===== src/rtl/id_stage.sv =====
// id_stage -- instruction-decode pipeline register for the RISC-Z core.
//
// Captures a fetched 16-bit instruction and its PC on every accepted cycle
// and presents registered instruction fields plus decoded control strobes.
// MovOp/MovIn feed mov_ext directly. A one-deep load-use detector raises
// HazardStall (combinational) toward fetch for exactly one cycle per
// load-use pair.
//
// Optional feature macro: ID_ILLEGAL_TRAP_EN
//   defined   : illegal opcodes (>= ILLEGAL_BASE) load a bubble and set the
//               sticky IllegalFlag output.
//   undefined : illegal opcodes load as valid NOPs; no IllegalFlag port.
//
// Ports:
//   Clk, Reset         clock, synchronous active-high reset
//   InstrIn, PcIn      fetched instruction and its PC
//   InstrValid         InstrIn/PcIn valid this cycle
//   Stall, Flush       hold / bubble requests from hazard and branch logic
//   ValidOut, PcOut    stage holds a real instruction, registered PC
//   Opcode/Rd/Rs/Rt    raw instruction fields [15:12]/[11:8]/[7:4]/[3:0]
//   MovIn, MovOp       low byte and sign-extend select for mov_ext
//   RegWrite, MemRead, MemWrite, Branch, Jump   control strobes
//   HazardStall        load-use stall request to fetch
//   IllegalFlag        sticky illegal-opcode flag (macro builds only)
module id_stage #(
    parameter logic [3:0] ILLEGAL_BASE = 4'hB
) (
    input  logic        Clk,
    input  logic        Reset,
    input  logic [15:0] InstrIn,
    input  logic [15:0] PcIn,
    input  logic        InstrValid,
    input  logic        Stall,
    input  logic        Flush,
    output logic        ValidOut,
    output logic [15:0] PcOut,
    output logic [3:0]  Opcode,
    output logic [3:0]  Rd,
    output logic [3:0]  Rs,
    output logic [3:0]  Rt,
    output logic [7:0]  MovIn,
    output logic        MovOp,
    output logic        RegWrite,
    output logic        MemRead,
    output logic        MemWrite,
    output logic        Branch,
    output logic        Jump,
`ifdef ID_ILLEGAL_TRAP_EN
    output logic        IllegalFlag,
`endif
    output logic        HazardStall
);

    // Control word layout: {reg_write, mem_read, mem_write, branch, jump, mov_op}
    function automatic logic [5:0] decode_ctrl(input logic [3:0] op);
        logic [5:0] c;
        c = 6'b000000;
        if (op < ILLEGAL_BASE) begin
            case (op)
                4'h1, 4'h2, 4'h3, 4'h4: c = 6'b100000;
                4'h5:                   c = 6'b100000;
                4'h6:                   c = 6'b100001;
                4'h7:                   c = 6'b110000;
                4'h8:                   c = 6'b001000;
                4'h9:                   c = 6'b000100;
                4'hA:                   c = 6'b000010;
                default:                c = 6'b000000;
            endcase
        end
        return c;
    endfunction

    // Opcodes whose Rs/Rt fields are genuine register reads.
    function automatic logic reads_src(input logic [3:0] op);
        logic r;
        case (op)
            4'h1, 4'h2, 4'h3, 4'h4, 4'h7, 4'h8, 4'h9: r = 1'b1;
            default:                                r = 1'b0;
        endcase
        return r;
    endfunction

    logic        vld_p1;
    logic [15:0] pc_p1;
    logic [15:0] instr_p1;
    logic [5:0]  ctrl_p1;
    // Set after the single load-use stall cycle so the held LD is released
    // on the next edge instead of re-triggering the same hazard forever.
    logic        hz_done_p1;

    logic [3:0]  in_op;
    logic        in_illegal;
    logic        trap_illegal;
    logic        load_vld;
    logic [5:0]  dec_ctrl;
    logic        hz_raw;
    logic        hold;

    assign in_op      = InstrIn[15:12];
    assign in_illegal = (in_op >= ILLEGAL_BASE);
    assign dec_ctrl   = decode_ctrl(in_op);

`ifdef ID_ILLEGAL_TRAP_EN
    assign trap_illegal = in_illegal;
`else
    assign trap_illegal = 1'b0;
`endif

    assign load_vld = InstrValid & ~trap_illegal;

    assign hz_raw = vld_p1 & ctrl_p1[4] & InstrValid & reads_src(in_op) &
                    ((instr_p1[11:8] == InstrIn[7:4]) | (instr_p1[11:8] == InstrIn[3:0]));

    assign HazardStall = hz_raw & ~hz_done_p1 & ~Flush;
    assign hold        = Stall | HazardStall;

    // ---- stage p0 -> p1 boundary ----
    always_ff @(posedge Clk) begin
        if (Reset) begin
            vld_p1     <= 1'b0;
            pc_p1      <= '0;
            instr_p1   <= '0;
            ctrl_p1    <= '0;
            hz_done_p1 <= 1'b0;
        end else if (Flush) begin
            vld_p1     <= 1'b0;
            instr_p1   <= '0;
            ctrl_p1    <= '0;
            hz_done_p1 <= 1'b0;
        end else if (hold) begin
            hz_done_p1 <= hz_done_p1 | HazardStall;
        end else begin
            vld_p1     <= load_vld;
            pc_p1      <= PcIn;
            instr_p1   <= load_vld ? InstrIn : 16'h0000;
            ctrl_p1    <= load_vld ? dec_ctrl : 6'b000000;
            hz_done_p1 <= 1'b0;
        end
    end

`ifdef ID_ILLEGAL_TRAP_EN
    logic ill_p1;

    always_ff @(posedge Clk) begin
        if (Reset) begin
            ill_p1 <= 1'b0;
        end else if (!Flush && !hold && InstrValid && in_illegal) begin
            ill_p1 <= 1'b1;
        end
    end

    assign IllegalFlag = ill_p1;
`endif

    assign ValidOut = vld_p1;
    assign PcOut    = pc_p1;
    assign Opcode   = instr_p1[15:12];
    assign Rd       = instr_p1[11:8];
    assign Rs       = instr_p1[7:4];
    assign Rt       = instr_p1[3:0];
    assign MovIn    = instr_p1[7:0];
    assign RegWrite = ctrl_p1[5];
    assign MemRead  = ctrl_p1[4];
    assign MemWrite = ctrl_p1[3];
    assign Branch   = ctrl_p1[2];
    assign Jump     = ctrl_p1[1];
    assign MovOp    = ctrl_p1[0];

endmodule


===== config.mk =====
export PLATFORM = sky130hd
export DESIGN_NAME = id_stage
export DESIGN_NICKNAME = d
export VERILOG_FILES = /design/src/rtl/id_stage.sv
export SDC_FILE = /design/constraint.sdc
export NUM_CORES = 1
export LEC_CHECK = 0
export BUFFER_PORTS_ARGS = -buffer_cell sky130_fd_sc_hd__buf_2
export CORE_MARGIN = 2
export CORE_UTILIZATION = 47
export CTS_CLUSTER_DIAMETER = 40
export DETAILED_ROUTE_END_ITERATION = 10
export PLACE_DENSITY = 0.8
export SLEW_MARGIN = 40
export SYNTH_ARGS = -nofsm -noshare
export SYNTH_HDL_FRONTEND = slang
export SYNTH_SLANG_ARGS = --single-unit

===== constraint.sdc =====
create_clock -name Clk -period 2.4 [get_ports Clk]
set_input_delay 0.24 -clock Clk [delete_from_list [all_inputs] [get_ports Clk]]
set_output_delay 0.24 -clock Clk [all_outputs]
set_load 0.05 [all_outputs]

* Word level (Yosys, flattened, before mapping)
Memories as Yosys holds them, arrays and structs flattened. Index checks and enable logic that the tools add are counted.
Storage, ports and cells: word-level logic and storage cells 36, memory bits (read-only) 96, bits of input ports 37, output and inout port bits 48, bits in registers 40, memories kept 1
Memories:
- (no name shown) | depth 16, bits a word 6, read ports 1, clocked after Yosys merged registers in 0, wr ports 0, RTL line 59 | case (op)
Cells by class: reduce and logical (&&, ||, !) cells 4, mux-type cells 4, $lt $le $gt $ge 1, equal/unequal tests 9, bitwise operators 12
Operators by type and width (number):
- 2-to-1 mux 16 bit | 1
- 2-to-1 mux 6 bit | 2
- == test 4 x 2 -> 1 bit, second input constant | 2
- == test 4 x 3 -> 1 bit, second input constant | 2
- == test 4 bit | 2
- == test 4 bit, second input constant | 2
- OR reduction 7 bit | 1
- AND 1 bit | 6
- == test 4 x 1 -> 1 bit, second input constant | 1
- less-than comparator 4 bit, second input constant | 1
- inverter 1 bit | 3
- bitwise OR 1 bit | 3
- OR reduction 3 bit | 1
- AND reduction 2 bit | 1
- OR reduction 2 bit | 1
- 2-to-1 mux 1 bit | 1

* Longest topological paths before layout
Gate-level depths: netlist of the first run.
depth in word-level cells 10, mapped depth 8, mapped depth without buffers 5

* Worst setup path after synthesis of the first run
OpenSTA, ideal clock, no wires.
path type reg2reg, from register instr_p1[8], to register pc_p1[0], in the netlist PcOut[0], path buffers 2, stages on the path, launching flop included 8, path slack 226 ps, arrival time 2103 ps, library setup time 72 ps, period minus slack after synthesis 2174 ps, path through dfxtp_1 > xor2_1 > nor4_1 > o221a_4 > or3_1 > buf_6 > buf_6 > mux2i_1
On the way: word-level cells in the longest chain between the ends 8, elaborated cells between the ends (all ways) 9
RTL lines:
- start: declaration | RTL line 85 | logic [15:0] instr_p1;
- start signal: assignment | RTL line 135 | instr_p1 <= load_vld ? InstrIn : 16'h0000;
- == test 4 bit | RTL line 112 | ((instr_p1[11:8] == InstrIn[7:4]) | (instr_p1[11:8] == InstrIn[3:0]));
- bitwise OR 1 bit * | RTL line 112
- AND 1 bit * | RTL line 111 | assign hz_raw = vld_p1 & ctrl_p1[4] & InstrValid & reads_src(in_op) &
- AND 1 bit * (2 in a row) | RTL line 114 | assign HazardStall = hz_raw & ~hz_done_p1 & ~Flush;
- net HazardStall | RTL line 51 | output logic HazardStall
- bitwise OR 1 bit * | RTL line 115 | assign hold = Stall | HazardStall;
- inverter 1 bit (no source line) *
- AND reduction 2 bit (no source line) *
- end signal: assignment | RTL line 134 | pc_p1 <= PcIn;
- end: declaration | RTL line 84 | logic [15:0] pc_p1;
The timed path passes the listed nets; every way through them passes the cells marked *. A chain may end at the register's enable or synchronous reset.

* Final worst setup path of the first run
from register instr_p1[8], to register instr_p1[1]
On the way: word-level cells in the longest chain between the ends 6, elaborated cells between the ends (all ways) 7
RTL lines (RTL line):
- == test 4 bit | 112
- bitwise OR 1 bit * | 112
- AND 1 bit * | 111
- AND 1 bit * (2 in a row) | 114
- bitwise OR 1 bit * | 115
Every way passes the cells marked *; elsewhere a longest branch is shown, timed or not.

==> results of run 1 <==
## logic make-up after synthesis
group	count (synthesis)	synth area share, %
and+or+nand+nor	92	24.9
DFF	40	41.7
muxes	39	20.3
buffers and inverters	22	7.36
xor gates and xnor gates	8	3.65
AOI/OAI and AO/OA	4	2.08
## synth_stat cells, types with 2 or more instances
| master | count | area (um2) |
|---|---|---|
| buf_4 | 9 | 67.6 |
| or3_1 | 2 | 12.5 |
| nor2_1 | 3 | 11.3 |
| nand2b_1 | 33 | 206 |
| a211oi_1 | 2 | 15.0 |
| dfxtp_1 | 40 | 801 |
| nand2_1 | 39 | 146 |
| nor4_1 | 2 | 12.5 |
| nor2b_1 | 2 | 12.5 |
| xor2_1 | 8 | 70.1 |
| nand4_1 | 2 | 12.5 |
| buf_2 | 2 | 10.0 |
| mux2i_1 | 39 | 390 |
| buf_6 | 3 | 33.8 |
| clkbuf_1 | 7 | 26.3 |
| nor3_1 | 2 | 10.0 |
## layout make-up
type	instances	area, um2	share of cell area, %
repair buffers	89	458	19.2
inverters	1	3.75	0.158
well taps	50	62.6	2.63
flip-flops and latches	40	801	33.6
clock inverters	1	5.00	0.210
clock buffers	6	72.6	3.05
multi-input cells	143	980	41.1
## registers in the layout, indices dropped and copies added, names as in the netlist
register    count
ctrl_p1         6
hz_done_p1      1
PcOut          16
ValidOut        1
instr_p1       16
## final timing paths
kind / cells after the start / slack (ps) / startpoint / end
max: 6 / 260 / instr_p1[8] / instr_p1[1]
min: 2 / 160 / Flush / hz_done_p1
max reg2reg: 6 / 260 / instr_p1[8] / instr_p1[1]
min reg2reg: 2 / 450 / ctrl_p1[1] / ctrl_p1[1]
## worst max-delay path, stage by stage (launching register included)
cell,delay (ps)
dfxtp_1,410
xor2_1,180
nor4_1,100
o221a_4,260
nor2_2,490
buf_4,370
mux2i_1,240
## cells in the final DEF (no fill, tap or decap)
cell type and instances:
nor4_1 2, nor3_1 2, buf_4 5, buf_2 84, nor3b_1 1, xor2_1 8
nand3_1 1, o221a_4 1, clkbuf_8 5, nand3b_1 1, nor2_2 1, dfxtp_1 40
nand4b_1 1, clkinv_2 1, nand4_1 2, nor2b_1 2, nor2_1 3, a21oi_1 1
or3_1 2, clkbuf_1 1, or4b_1 1, nor3_2 1, inv_1 1, nand2_1 39
a211oi_1 2, nand2b_1 33, mux2i_1 39
## per-layer routing
layer | vias up | GRT usage (%) | routed length, um
met5 | - | 0 | 0
met4 | 0 | 6.00 | 46
met3 | 7 | 5.92 | 398
met2 | 68 | 29.4 | 1800
met1 | 702 | 19.8 | 1800
li1 | 813 | - | -
## power breakdown
part / internal, mW / switching, mW
clock: 0.198 / 0.216
sequential: 0.684 / 0.0116
combinational: 0.0833 / 0.159
total: 0.965 / 0.387
==> impl_metrics.tcl, run 1 <==
set metrics [dict create \
    status "completed" \
    fillCellCount 367 \
    cts_resized 0 \
    yosysWarnings 0 \
    netlist_area_um2 1920 \
    rows 23 \
    postSynthAreaPerCell_um2 9.37 \
    die_width_um 67.9 \
    async_reset_ff_share_pct 0 \
    synth.net_count 242 \
    area_growth_pct 24.0 \
    cts_tree "yes" \
    grt_pass1_wl_um 5910 \
    drc_errors 0 \
    antenna_found_initial 0 \
    min_period_ps 2140 \
    dieArea_um2 4620 \
    worstSetupStartpointType "register" \
    yosysSeqAreaShare_pct 41.7 \
    root_buffer "clkbuf_8" \
    drive_gt1_share_pct 35.0 \
    crit_fanout 14 \
    grt_pass1_vias 1317 \
    arrival_ps 2340 \
    rsz0062_at_grt "no" \
    cp.required_ps 2610 \
    drtAntennaViolNets 0 \
    leakagePower_nw 1.23 \
    die_y_um 67.9 \
    drtPass1Iterations 4 \
    post_cts_buffers 0 \
    hold_viol_final 0 \
    vdd_drop_max_uv 297 \
    vias 1590 \
    clockBufferDepth 2 \
    synth_flop_cell "dfxtp_1" \
    groute.usage.overall_pct 17.1 \
    final_cells 330 \
    final.setup.tns_ps 0 \
    portBuffers 84 \
    start_util_pct 48.4 \
    gp_congestion 0.706 \
    finClkSkew_ps 6.57 \
    synth.distinct_cells 26 \
    drt_iter0_markers 33 \
    setup-violations-final 0 \
    drt_wl_total_um 4040 \
    end_kind "register" \
    timing.slew.headroom_pct 58.3 \
    numPlacedInstances 323 \
    maxSlewViolCount 0 \
    fmax_mhz 468 \
    maxCapViolCount 0 \
    routedWlPerCell_um 12.3 \
    synth-edff-count 0 \
    period_share_pct 89.0 \
    grt-ovfl-total 0 \
    place_hpwl_um 2950 \
    setup_ws_ps 264 \
    placed_area_um2 2300 \
    antennaDiodeCount 0 \
    clkLatencyLatePin_ps 290 \
    post-route-cell-area_um2 2380 \
    clkSlewWorstSetupHoldPaths_ps 70 \
    ys_seq_elements 40 \
    cts_buffers 5 \
    hold_class "in -> reg" \
    hold_slack_ps 156 \
    p_per_area_nw_per_um2 568 \
    cts_sinks 40 \
    path_class "reg -> reg" \
    preCtsSetupSlack_ps 263 \
    coreArea_um2 3970 \
    grt_max_degree 36 \
    cts_hold_buffers 0 \
    final_nets 317 \
    synthCells 205 \
    utilization_pct 60.0 \
    power_mw 1.35 \
    ios 85 \
    ctsHtreeMaxLevel 2 \
    tightestPinTransition_ps 624 \
    via_per_inst 4.82 \
]
Power figures use the tool's default switching activity.
==> run 2: changes to the inputs <==
Settings changed: CORE_UTILIZATION 47 to 35, PLACE_DENSITY 0.8 to default.
==> run 2 against run 1 <==
  * Die area increased by 32%
  * Cell count increased by 5.8%
  * Sequential power about the same
  * Critical path depth unchanged
  * Sequential share of layout area decreased by 0.25 points
  * Clock power about the same
  * Cell area increased by 0.74%
  * Combinational power about the same
  * Total power about the same
  * Count of clock-buffer cells in the layout unchanged
  * First-iteration DRC count decreased by 6.1%
  * Flip-flop and latch count unchanged
  * Largest cell class unchanged
  * Highest routed layer unchanged
==> impl_metrics.tcl, run 2 (same netlist as run 1, synthesis figures left out) <==
set metrics [dict create \
    ctsHtreeMaxLevel 2 \
    die_y_um 78.1 \
    slowest_delay_ps 510 \
    maxSlewViolCount 0 \
    cts_resized 0 \
    drive_gt1_share_pct 34.8 \
    cts_buffers 5 \
    portBuffers 84 \
    cp.required_ps 2620 \
    groute.usage.overall_pct 13.9 \
    cts_tree "yes" \
    p_per_area_nw_per_um2 563 \
    final_nets 316 \
    crit_fanout 13 \
    root_buffer "clkbuf_8" \
    clockBufferDepth 2 \
    die_width_um 78.1 \
    hold_class "in -> reg" \
    leakagePower_nw 1.23 \
    finClkSkew_ps 7.14 \
    ios 85 \
    power_switching_share_pct 28.7 \
    clockPowerShare_pct 30.7 \
    rsz0062_at_grt "no" \
    drtPass1Iterations 4 \
    drc_errors 0 \
    start_util_pct 36.9 \
    drtAntennaViolNets 0 \
    cts_sinks 40 \
    grt-ovfl-total 0 \
    clkSlewWorstSetupHoldPaths_ps 80 \
    maxCapViolCount 0 \
    crit_family "simple AND/OR/NAND/NOR gates" \
    critPathBufInv 1 \
    grt_pass1_vias 1458 \
    p_int_uw 964 \
    antenna_found_initial 0 \
    timing.slew.headroom_pct 56.4 \
    grt_pass1_wl_um 6740 \
    fmax_mhz 474 \
    utilization_pct 46.1 \
    gp_congestion 0.731 \
    final.setup.tns_ps 0 \
    via_per_inst 4.52 \
    hold_viol_final 0 \
    min_period_ps 2110 \
    hold_slack_ps 156 \
    drt_wl_total_um 4190 \
    cp_slowest_cell "nor2_2" \
    worstSetupStartpointType "register" \
    crit_path_cell_trace "xor2_1, nor4_1, o221a_4, nor2_2, buf_4, mux2i_1" \
    grt_max_degree 36 \
    period_share_pct 88.0 \
    p_switching_uw 388 \
    mostFrequentLayoutCell "buf_2" \
    final_cell_mix "buf_2, dfxtp_1, mux2i_1, nand2_1, nand2b_1" \
    vdd_drop_max_uv 255 \
    clkLatencyLatePin_ps 290 \
    setup-violations-final 0 \
    cts_hold_buffers 0 \
    end_kind "register" \
    dieArea_um2 6100 \
    comb_power_share_pct 17.9 \
    routedWlPerCell_um 12.0 \
    drt_iter0_markers 31 \
    antennaDiodeCount 0 \
    vias 1576 \
    p_seq_share_pct 51.4 \
    rows 26 \
    status "completed" \
    coreArea_um2 5200 \
    place_hpwl_um 3060 \
    tightestPinTransition_ps 654 \
    path_class "reg -> reg" \
    area_growth_pct 24.9 \
    arrival_ps 2330 \
    post_cts_buffers 0 \
]
run 2: cell types whose count changed in the layout (fill, tap and decap cells not counted), sizes merged:
| cell | before | now |
|---|---|---|
| buf | 89 | 88 |
run 2: power by group through the flow:
stage               registers (mW)  logic (mW)  clock network (mW)
global route                 0.698       0.259               0.466
detailed placement           0.711       0.244                   0
floorplan                    0.782       0.105                   0
CTS                          0.695       0.245               0.438
finish                       0.695       0.242               0.415
global placement             0.710       0.243                   0
run 2: per-stage QoR:
stage          instance area [um2]  power (mW)  setup slack, ps  cells
4_1_cts                       2400        1.38              244    349
6_report                      2400        1.35              289    349
3_5_place_dp                  2320       0.954              272    342
5_1_grt                       2400        1.42              114    349
2_1_floorplan                 1920       0.887              226    205
3_3_place_gp                  2320       0.953              329    342
run 2: path summary, 6_finish.rpt:
check / from / end / slack [ps] / depth (start not counted)
setup / recovery: instr_p1[9] / instr_p1[14] / 290 / 6
hold / removal: Flush / hz_done_p1 / 160 / 2
setup reg to reg: instr_p1[9] / instr_p1[14] / 290 / 6
hold reg to reg: ctrl_p1[2] / ctrl_p1[2] / 450 / 2
run 2: layout make-up:
type                       count  area, um2
sequential                    40        801
clock inverter                 1       5.00
timing repair buffer          88        450
inverter                       1       3.75
fill                         546       2810
clock buffer                   6       72.6
multi-input combinational    143        980
tap                           70       87.6
run 2: metal layers:
layer	GRT usage (%)	wire length (um)	vias up
met5	0	0	-
met4	3.86	10	0
li1	-	-	813
met3	5.52	427	2
met1	17.4	1910	686
met2	22.1	1840	75
==> run 3: changes to the inputs <==
Settings changed: BUFFER_PORTS_ARGS -buffer_cell sky130_fd_sc_hd__buf_2 to default, DONT_BUFFER_PORTS from default to 1, SETUP_SLACK_MARGIN from default to 0.02.
==> run 3 against run 2 <==
  * Clock skew shrank 0.81 ps
  * Non-clock buffer count shrank 69
  * Clock power grew 12%
  * Setup slack lost 17 ps
  * Cell count shrank 19%
  * Register-to-register slack lost 20 ps
  * First-iteration DRC count shrank 19%
  * Worst hold slack lost 140 ps
  * Via count shrank 14%
  * Sequential power grew 8.3%
==> impl_metrics.tcl, run 3 (same netlist as run 1, synthesis figures left out) <==
set metrics [dict create \
    p_seq_share_pct 56.0 \
    place_hpwl_um 2990 \
    clkSlewWorstSetupHoldPaths_ps 80 \
    final.setup.tns_ps 0 \
    dieArea_um2 6100 \
    drt_iter0_markers 25 \
    grt_pass1_vias 1358 \
    cts_sinks 40 \
    routedWlPerCell_um 14.6 \
    gp_congestion 0.701 \
    cts_tree "yes" \
    grt-ovfl-total 0 \
    antenna_found_initial 0 \
    mostFrequentLayoutCell "dfxtp_1" \
    end_kind "register" \
    hold_class "in -> reg" \
    grt_use_met2_pct 21.7 \
    drive_gt1_share_pct 14.2 \
    area_growth_pct 9.64 \
    final_cell_mix "dfxtp_1, mux2i_1, nand2_1" \
    placed_area_um2 2010 \
    via_per_inst 4.83 \
    drtAntennaViolNets 0 \
    grt_max_degree 36 \
    hold_viol_final 0 \
    worstSetupStartpointType "register" \
    clockBufferDepth 2 \
    rsz0062_at_grt "no" \
    die_width_um 78.1 \
    leakagePower_nw 0.917 \
    vias 1358 \
    comb_power_share_pct 9.5 \
    start_util_pct 36.9 \
    final_cells 281 \
    crit_fanout 16 \
    path_class "reg -> reg" \
    post-route-cell-area_um2 2110 \
    vdd_drop_max_uv 333 \
    cts_buffers 5 \
    maxSlewViolCount 0 \
    clkLatencyLatePin_ps 290 \
    cp.required_ps 2620 \
    setup-violations-final 0 \
    p_per_area_nw_per_um2 638 \
    p_int_uw 967 \
    period_share_pct 88.7 \
    power_switching_share_pct 28.1 \
    min_period_ps 2130 \
    cts_resized 0 \
    arrival_ps 2340 \
    fmax_mhz 470 \
    finClkSkew_ps 6.33 \
    numPlacedInstances 273 \
    cts_hold_buffers 0 \
    antennaDiodeCount 0 \
    drt_wl_total_um 4120 \
    ctsHtreeMaxLevel 2 \
    root_buffer "clkbuf_8" \
    p_switching_uw 378 \
    portBuffers 0 \
    die_y_um 78.1 \
    use_met3_pct 8.05 \
    ios 85 \
    global_route.usage.met1_pct 15.0 \
    status "completed" \
    grt.busiest_layer "met2" \
    clockPowerShare_pct 34.5 \
    maxCapViolCount 0 \
    coreArea_um2 5200 \
    post_cts_buffers 0 \
    timing.slew.headroom_pct 61.1 \
    grt_pass1_wl_um 6580 \
    groute.usage.overall_pct 13.7 \
    final_nets 247 \
    rows 26 \
    drtPass1Iterations 4 \
    drc_errors 0 \
    tightestPinTransition_ps 582 \
]
==> run 3: changes by cell type in the layout (fill, tap and decap cells not counted) <==
cell / before / now
buf_2: 84 / 0
buf_4: 4 / 19
clkbuf_1: 1 / 0
clkbuf_8: 5 / 6
clkinv_2: 1 / 2
==> run 3: through the flow <==
stage	worst slack, ps	util, %	hold WS, ps	power, mW
global placement	368	38.7	320	0.895
floorplan	226	-	319	0.887
detailed placement	273	38.7	325	0.898
CTS	261	40.5	1.36	1.37
global route	97.3	40.5	6.41	1.40
finish	272	40.5	16.8	1.34
==> run 3: layout make-up <==
| type | count | area (um2) |
|---|---|---|
| flip-flops and latches | 40 | 801 |
| well taps | 70 | 87.6 |
| clock buffers | 6 | 82.6 |
| fillers | 541 | 3100 |
| repair buffers | 19 | 143 |
| clock inverters | 2 | 10.0 |
| multi-input cells | 143 | 980 |
| inverters | 1 | 3.75 |
==> run 3: final timing paths <==
check	slack [ps]	depth (start not counted)	startpoint	end
max	270	7	instr_p1[8]	PcOut[2]
min	20	1	Flush	hz_done_p1
max reg2reg	270	7	instr_p1[8]	PcOut[2]
min reg2reg	460	2	instr_p1[0]	instr_p1[0]
==> run 3: power by group through the flow <==
stage / clock network, mW / logic [mW] / registers [mW]
after CTS: 0.488 / 0.129 / 0.753
after detailed placement: 0 / 0.129 / 0.769
final: 0.464 / 0.128 / 0.753
after floorplan: 0 / 0.105 / 0.782
after global placement: 0 / 0.127 / 0.769
after global routing: 0.507 / 0.139 / 0.755
==> run 3: worst max-delay path: stages, from the launching register on <==
cell     delay [ps]
dfxtp_1         350
xor2_1          170
nor4_1          410
o221a_4         280
buf_4           210
or3_1           130
buf_4           270
mux2i_1         240
==> run 3: metal layers <==
layer,wire [um],up-vias
met5,0,-
met4,55,0
met3,574,7
met2,1810,69
met1,1680,608
li1,-,674
